**src/rtl/adder_pkg.sv**
```systemverilog
// rtl/adder_pkg.sv - shared constants and types for the pipelined ripple adder
//
// Purpose: default geometry of the pipelined ripple adder and the operation
//          encoding carried on its sub input.
// Contents:
//   ADDER_WIDTH   default operand/result width
//   ADDER_STAGES  default number of carry slices (pipeline depth)
//   op_e          OP_ADD (0) / OP_SUB (1), the meaning of the sub input
package adder_pkg;

  localparam int ADDER_WIDTH  = 32;
  localparam int ADDER_STAGES = 4;

  typedef enum logic {
    OP_ADD = 1'b0,
    OP_SUB = 1'b1
  } op_e;

endpackage

```
**src/rtl/adder_slice.sv**
```systemverilog
// rtl/adder_slice.sv - combinational W-bit ripple-carry slice
//
// Purpose: one carry-chain segment of the pipelined adder. Purely
//          combinational; the caller registers its outputs.
// Optional feature: ADDER_OVF_EN adds the c_msb output.
// Ports:
//   a, b   in  [W-1:0]  operand chunks (b already inverted for subtract)
//   ci     in  1        carry into bit 0 of the slice
//   s      out [W-1:0]  sum chunk
//   co     out 1        carry out of bit W-1
//   c_msb  out 1        carry into bit W-1 (ADDER_OVF_EN only)
module adder_slice
  import adder_pkg::*;
#(
  parameter int W = ADDER_WIDTH / ADDER_STAGES
) (
  input  logic [W-1:0] a,
  input  logic [W-1:0] b,
  input  logic         ci,
  output logic [W-1:0] s,
  output logic         co
`ifdef ADDER_OVF_EN
  ,
  output logic         c_msb
`endif
);

  // c[i] is the carry into bit i; c[W] leaves the slice.
  logic [W:0] c;

  always_comb begin
    c    = '0;
    s    = '0;
    c[0] = ci;
    for (int i = 0; i < W; i++) begin
      s[i]   = a[i] ^ b[i] ^ c[i];
      c[i+1] = (a[i] & b[i]) | (c[i] & (a[i] ^ b[i]));
    end
  end

  assign co = c[W];

`ifdef ADDER_OVF_EN
  assign c_msb = c[W-1];
`endif

endmodule

```
**src/rtl/pipelined_ripple_adder.sv**
```systemverilog
// rtl/pipelined_ripple_adder.sv - skewed pipelined ripple-carry add/subtract
//
// Purpose: WIDTH-bit a+b+cin or a-b split into STAGES ripple slices of
//          CHUNK = WIDTH/STAGES bits, one register boundary per slice, with a
//          valid/ready handshake on both sides and one operation per cycle.
// Optional feature: ADDER_OVF_EN adds the registered signed-overflow output ovf.
// Ports:
//   clk        in   1      clock, rising edge
//   rst        in   1      synchronous active-high reset
//   in_valid   in   1      operand beat present
//   in_ready   out  1      beat accepted this cycle when in_valid is high
//   a, b       in   WIDTH  operands
//   cin        in   1      carry-in for add (ignored for subtract)
//   sub        in   1      0: a+b+cin, 1: a-b
//   out_valid  out  1      result present
//   out_ready  in   1      consumer takes the result
//   sum        out  WIDTH  result
//   cout       out  1      carry out of the top bit (subtract: 1 = no borrow)
//   ovf        out  1      signed overflow (ADDER_OVF_EN only)
module pipelined_ripple_adder
  import adder_pkg::*;
#(
  parameter int WIDTH  = ADDER_WIDTH,
  parameter int STAGES = ADDER_STAGES
) (
  input  logic             clk,
  input  logic             rst,
  input  logic             in_valid,
  output logic             in_ready,
  input  logic [WIDTH-1:0] a,
  input  logic [WIDTH-1:0] b,
  input  logic             cin,
  input  logic             sub,
  output logic             out_valid,
  input  logic             out_ready,
  output logic [WIDTH-1:0] sum,
  output logic             cout
`ifdef ADDER_OVF_EN
  ,
  output logic             ovf
`endif
);

  if (STAGES < 1) begin : g_bad_stages
    $fatal(1, "pipelined_ripple_adder: STAGES must be at least 1");
  end

  if (WIDTH % STAGES != 0) begin : g_bad_width
    $fatal(1, "pipelined_ripple_adder: WIDTH must be a multiple of STAGES");
  end

  localparam int CHUNK = WIDTH / STAGES;

  // ---------------------------------------------------------------------
  // Operand conditioning and global advance
  // ---------------------------------------------------------------------
  op_e              op;
  logic [WIDTH-1:0] b_eff;
  logic             c0;
  logic             en;

  assign op    = op_e'(sub);
  assign b_eff = (op == OP_SUB) ? ~b : b;
  // Subtract is a + ~b + 1, so the +1 rides in on the stage-0 carry.
  assign c0    = (op == OP_SUB) ? 1'b1 : cin;

  // The whole pipe moves as one; only a held result can stop it, so bubbles
  // inside the pipe are kept rather than squeezed out during a stall.
  assign en       = !out_valid || out_ready;
  assign in_ready = en;

  // ---------------------------------------------------------------------
  // Skewed stages
  //
  // Stage k finishes sum bits [k*CHUNK +: CHUNK]. Its register holds:
  //   s_r      all sum bits finished so far, (k+1)*CHUNK wide
  //   g_fwd.*  the operand bits not yet summed, shrinking by CHUNK per stage
  //   c_r      carry out of the slice, feeding stage k+1
  //   v_r      valid bit of the beat occupying the stage
  // Narrowing the registers this way gives both skews at once: high operand
  // chunks wait k stages, finished low sum chunks ride along to the end.
  // ---------------------------------------------------------------------
  for (genvar k = 0; k < STAGES; k++) begin : g_stage
    localparam int OPW = WIDTH - k * CHUNK;
    localparam int SW  = (k + 1) * CHUNK;

    logic [OPW-1:0]   op_a;
    logic [OPW-1:0]   op_b;
    logic             carry_in;
    logic             valid_in;
    logic [CHUNK-1:0] slice_s;
    logic             slice_co;
    logic [SW-1:0]    s_next;

    logic [SW-1:0]    s_r;
    logic             c_r;
    logic             v_r;

    if (k == 0) begin : g_head
      assign op_a     = a;
      assign op_b     = b_eff;
      assign carry_in = c0;
      assign valid_in = in_valid;
      assign s_next   = slice_s;
    end else begin : g_body
      assign op_a     = g_stage[k-1].g_fwd.a_r;
      assign op_b     = g_stage[k-1].g_fwd.b_r;
      assign carry_in = g_stage[k-1].c_r;
      assign valid_in = g_stage[k-1].v_r;
      assign s_next   = {slice_s, g_stage[k-1].s_r};
    end

`ifdef ADDER_OVF_EN
    logic slice_cmsb;
`endif

    adder_slice #(
      .W (CHUNK)
    ) u_slice (
      .a     (op_a[CHUNK-1:0]),
      .b     (op_b[CHUNK-1:0]),
      .ci    (carry_in),
      .s     (slice_s),
      .co    (slice_co)
`ifdef ADDER_OVF_EN
      ,
      .c_msb (slice_cmsb)
`endif
    );

    always_ff @(posedge clk) begin
      if (rst) begin
        v_r <= 1'b0;
        c_r <= 1'b0;
        s_r <= '0;
      end else if (en) begin
        v_r <= valid_in;
        c_r <= slice_co;
        s_r <= s_next;
      end
    end

    if (k < STAGES - 1) begin : g_fwd
      logic [OPW-CHUNK-1:0] a_r;
      logic [OPW-CHUNK-1:0] b_r;

      always_ff @(posedge clk) begin
        if (rst) begin
          a_r <= '0;
          b_r <= '0;
        end else if (en) begin
          a_r <= op_a[OPW-1:CHUNK];
          b_r <= op_b[OPW-1:CHUNK];
        end
      end
    end

`ifdef ADDER_OVF_EN
    if (k == STAGES - 1) begin : g_ovf
      logic ovf_r;

      // Signed overflow: carry into the sign bit differs from carry out of it.
      always_ff @(posedge clk) begin
        if (rst) begin
          ovf_r <= 1'b0;
        end else if (en) begin
          ovf_r <= slice_cmsb ^ slice_co;
        end
      end
    end
`endif
  end

  // ---------------------------------------------------------------------
  // Outputs straight from the final stage register
  // ---------------------------------------------------------------------
  assign out_valid = g_stage[STAGES-1].v_r;
  assign sum       = g_stage[STAGES-1].s_r;
  assign cout      = g_stage[STAGES-1].c_r;

`ifdef ADDER_OVF_EN
  assign ovf = g_stage[STAGES-1].g_ovf.ovf_r;
`endif

endmodule
```
**config.mk**
```make
export PLATFORM = sky130hd
export DESIGN_NAME = pipelined_ripple_adder
export DESIGN_NICKNAME = d
export VERILOG_FILES = /design/src/rtl/adder_pkg.sv /design/src/rtl/adder_slice.sv /design/src/rtl/pipelined_ripple_adder.sv
export SDC_FILE = /design/constraint.sdc
export NUM_CORES = 1
export LEC_CHECK = 0
export ABC_AREA = 0
export CAP_MARGIN = 10
export CORE_AREA = 2 2 121 123
export CTS_CLUSTER_SIZE = 25
export DETAILED_ROUTE_END_ITERATION = 10
export DIE_AREA = 0 0 123 125
export PLACE_DENSITY_LB_ADDON = 0.3
export SYNTH_ARGS = -nofsm -noshare
export SYNTH_HDL_FRONTEND = slang
export SYNTH_SLANG_ARGS = --single-unit
```
**constraint.sdc**
```tcl
create_clock -name clk -period 6.35 [get_ports clk]
set_input_delay 1.27 -clock clk [delete_from_list [all_inputs] [get_ports clk]]
set_output_delay 1.27 -clock clk [all_outputs]
set_load 0.02 [all_outputs]
```
==> impl_results.md <==
* Outcome: completed
* Layout Skew at 6.74 ps
* Final wirelength at 14.3 mm
* Leak Pwr at 3.47 nW
* DR vias at 5551
* Largest family of logic cells by synthesized area: simple AND/OR/NAND/NOR gates
* N_diodes at 0
* Die height at 125 um
* Area contributors post-synth: dfxtp_1, nand2_1, a21oi_1, fa_1, a211oi_2
* Final worst slack at 1570 ps
* Worst r2r src: g_stage[0].c_r$_SDFFE_PP0P_
* Final Util at 64.1%
* Total power after layout at 2.67 mW
* Layout fillers at 1214
* Mean Syn Cell Area at 8.83 um^2
* Vias in the first global route at 5162
* Nets@finish at 1024
* Yosys cell types at 19
* Initial Util at 53.3%
* Max Cap Viol at 0
* PortBufs at 104
* Clock latency on the worst-skew pair at 430 ps
* Place WS at 1120 ps
* DR WL/cell at 12.8 um
* Share of layout cells above drive strength 1 at 8.03%
* Routability Congestion at 0.780
* Max Root-Sink Buffers at 2
* Crit path max-delay cell type: clkdlybuf4s50_1
* CTS clk-pin slew, worst paths at 70 ps
* Crit path kind: input pin to flip-flop
* Synth Area in Adders at 8.46%
* DRC violations left at 0
* Crit-path leading delay family: adder cells
* Compound-Gate Fraction of Synth Area at 15.6%
* First-pass DRT Iterations at 4
* Initial antenna violation count at 0
* Io pins at 105
* Area Growth Syn to Fin at 20.3%
* Synth Area in Simple Gates at 16.5%
* Yosys reg bits at 184
* H-tree depth at 4
* Final-report hold violation count at 0
* Max-slew violations at 0
* First-pass GRT wire length at 23.9 mm
* Tmin final at 4780 ps
* Post_cts resized at 0
* Die area at 0.0154 mm^2
* HP Start: sum[20]$_SDFFE_PP0P_
* PD cells at 293 mW/mm^2
* TNS Setup at 0 ps
* DR vias/cell at 4.97
* DP Wirelength at 8.81 mm
* Library cell with the largest summed area after synthesis: dfxtp_1
* Slew @ Worst Pin at 1020 ps
* Worst Path Max Fanout at 1
* RSZ-0062 raised after global routing: false
* CP max stage delay at 410 ps
* CTS Sinks at 184
* Post-synthesis mux area share at 0%
* Core Region at 0.0142 mm^2
* Cell count after synthesis at 858
* Fmax at 209 MHz
* CP Launch Type: input pin
* TritonCTS buffer count at 17
* Crit. End Element: flip-flop
* Commonest non-fill, non-tap cell in the layout: nand2_1
* Area fraction of the dominant cell type after synthesis at 48.6%
* Most frequent cells in the layout: nand2_1, dfxtp_1, a21oi_1
* Post-synthesis sequential area ratio at 48.6%
* Setup Fix Bufs, Post-CTS at 0
* CTS Root Cell: clkbuf_16
* Worst EP required at 6630 ps
* Synthesized net count at 960
* Final setup viols at 0
* Max VDD drop at 0.168 mV
* Syn Std Cell Area at 0.00757 mm^2
* Die Wd at 123 um
* Period utilisation layout at 75.3%
* YS warnings at 0
* XOR/XNOR Fraction of Synth Area at 3.70%
* CP most frequent cell: fa_1
* Worst min-delay path category: flip-flop to flip-flop
* # hold bufs at CTS at 0
* Crit-path cells: clkdlybuf4s50_1 > xnor2_1 > fa_1 > inv_1 > fa_1 > inv_1 > fa_1 > fa_1 > fa_1 > fa_1 > fa_1 > inv_1 > fa_1 > nand2_1 > a21oi_1
* Row cnt at 44
* Total Routing Usage GR at 19.4%
* DR iter-0 viols at 360
* CTS tree: done
* Grt total ovfl at 0
* CP startpoint: b[0]
* CP bufs+invs at 4
* Largest net degree at the start of global routing at 117
* Max-slew headroom at 31.8%
* Critical Path AT at 5060 ps
* Post-route ant nets at 0
state kept, by name, indices dropped and copies added (netlist names):
name               count
cout                   1
g_stage.c_r            3
g_stage.g_fwd.a_r     48
g_stage.g_fwd.b_r     48
g_stage.s_r           48
g_stage.v_r            3
out_valid              1
sum                   32
synthesized netlist by cell type:
library cell / number
nand2_1: 288
dfxtp_1: 184
a21oi_1: 144
nor2_1: 42
a211oi_2: 34
fa_1: 32
inv_1: 30
xnor2_1: 28
buf_4: 20
clkbuf_1: 18
buf_2: 14
buf_6: 7
a211oi_1: 5
xor2_1: 4
buf_1: 3
buf_8: 2
clkbuf_4: 1
inv_2: 1
nor2b_4: 1
metal layers:
metal / routed length [um] / up-vias / GRT usage (%)
li1: - / 2857 / -
met1: 6680 / 2599 / 24.8
met3: 449 / 18 / 4.65
met2: 6940 / 77 / 31.8
met5: 0 / - / 0
met4: 234 / 0 / 6.95
cell families after synthesis:
group,count (synthesis)
flip-flops,184
adder cells (fa/ha/maj),32
AO/OA/AOI/OAI,183
XOR/XNOR,32
buffers and inverters,96
AND/OR/NAND/NOR,331
stage by stage:
step / hold slack, ps / instances / instance area, um^2
6_report: 449 / 1118 / 9110
5_1_grt: 466 / 1118 / 9110
4_1_cts: 452 / 1118 / 9110
3_5_place_dp: 443 / 1087 / 8470
3_3_place_gp: 437 / 1087 / 8470
2_1_floorplan: 432 / 858 / 7570
path summary, 6_finish.rpt:
check                                     to  slack (ps)  cells after the start
max reg2reg  g_stage[1].s_r[15]$_SDFFE_PP0P_        2590                     12
max           g_stage[0].s_r[7]$_SDFFE_PP0P_        1570                     15
min reg2reg             sum[20]$_SDFFE_PP0P_         450                      2
min                     sum[20]$_SDFFE_PP0P_         450                      2
cell type report:
| type | instances | area (um^2) | share of cell area [%] |
|---|---|---|---|
| Inverter | 31 | 121 | 1.33 |
| Multi-Input combinational cell | 578 | 3360 | 36.8 |
| Sequential cell | 184 | 3680 | 40.4 |
| Clock buffer | 20 | 467 | 5.12 |
| Timing Repair Buffer | 110 | 1080 | 11.9 |
| Tap cell | 184 | 230 | 2.53 |
| Clock inverter | 11 | 169 | 1.85 |
report_power, final:
part	switching, mW	internal [mW]
clock	0.440	0.688
combinational	0.131	0.134
sequential	0.0415	1.23
worst min-delay path: stages (launching register included):
cell and delay [ps]:
dfxtp_1 310, nand2_1 50, a21oi_1 50
No activity file was read; power rests on OpenSTA's default activity.
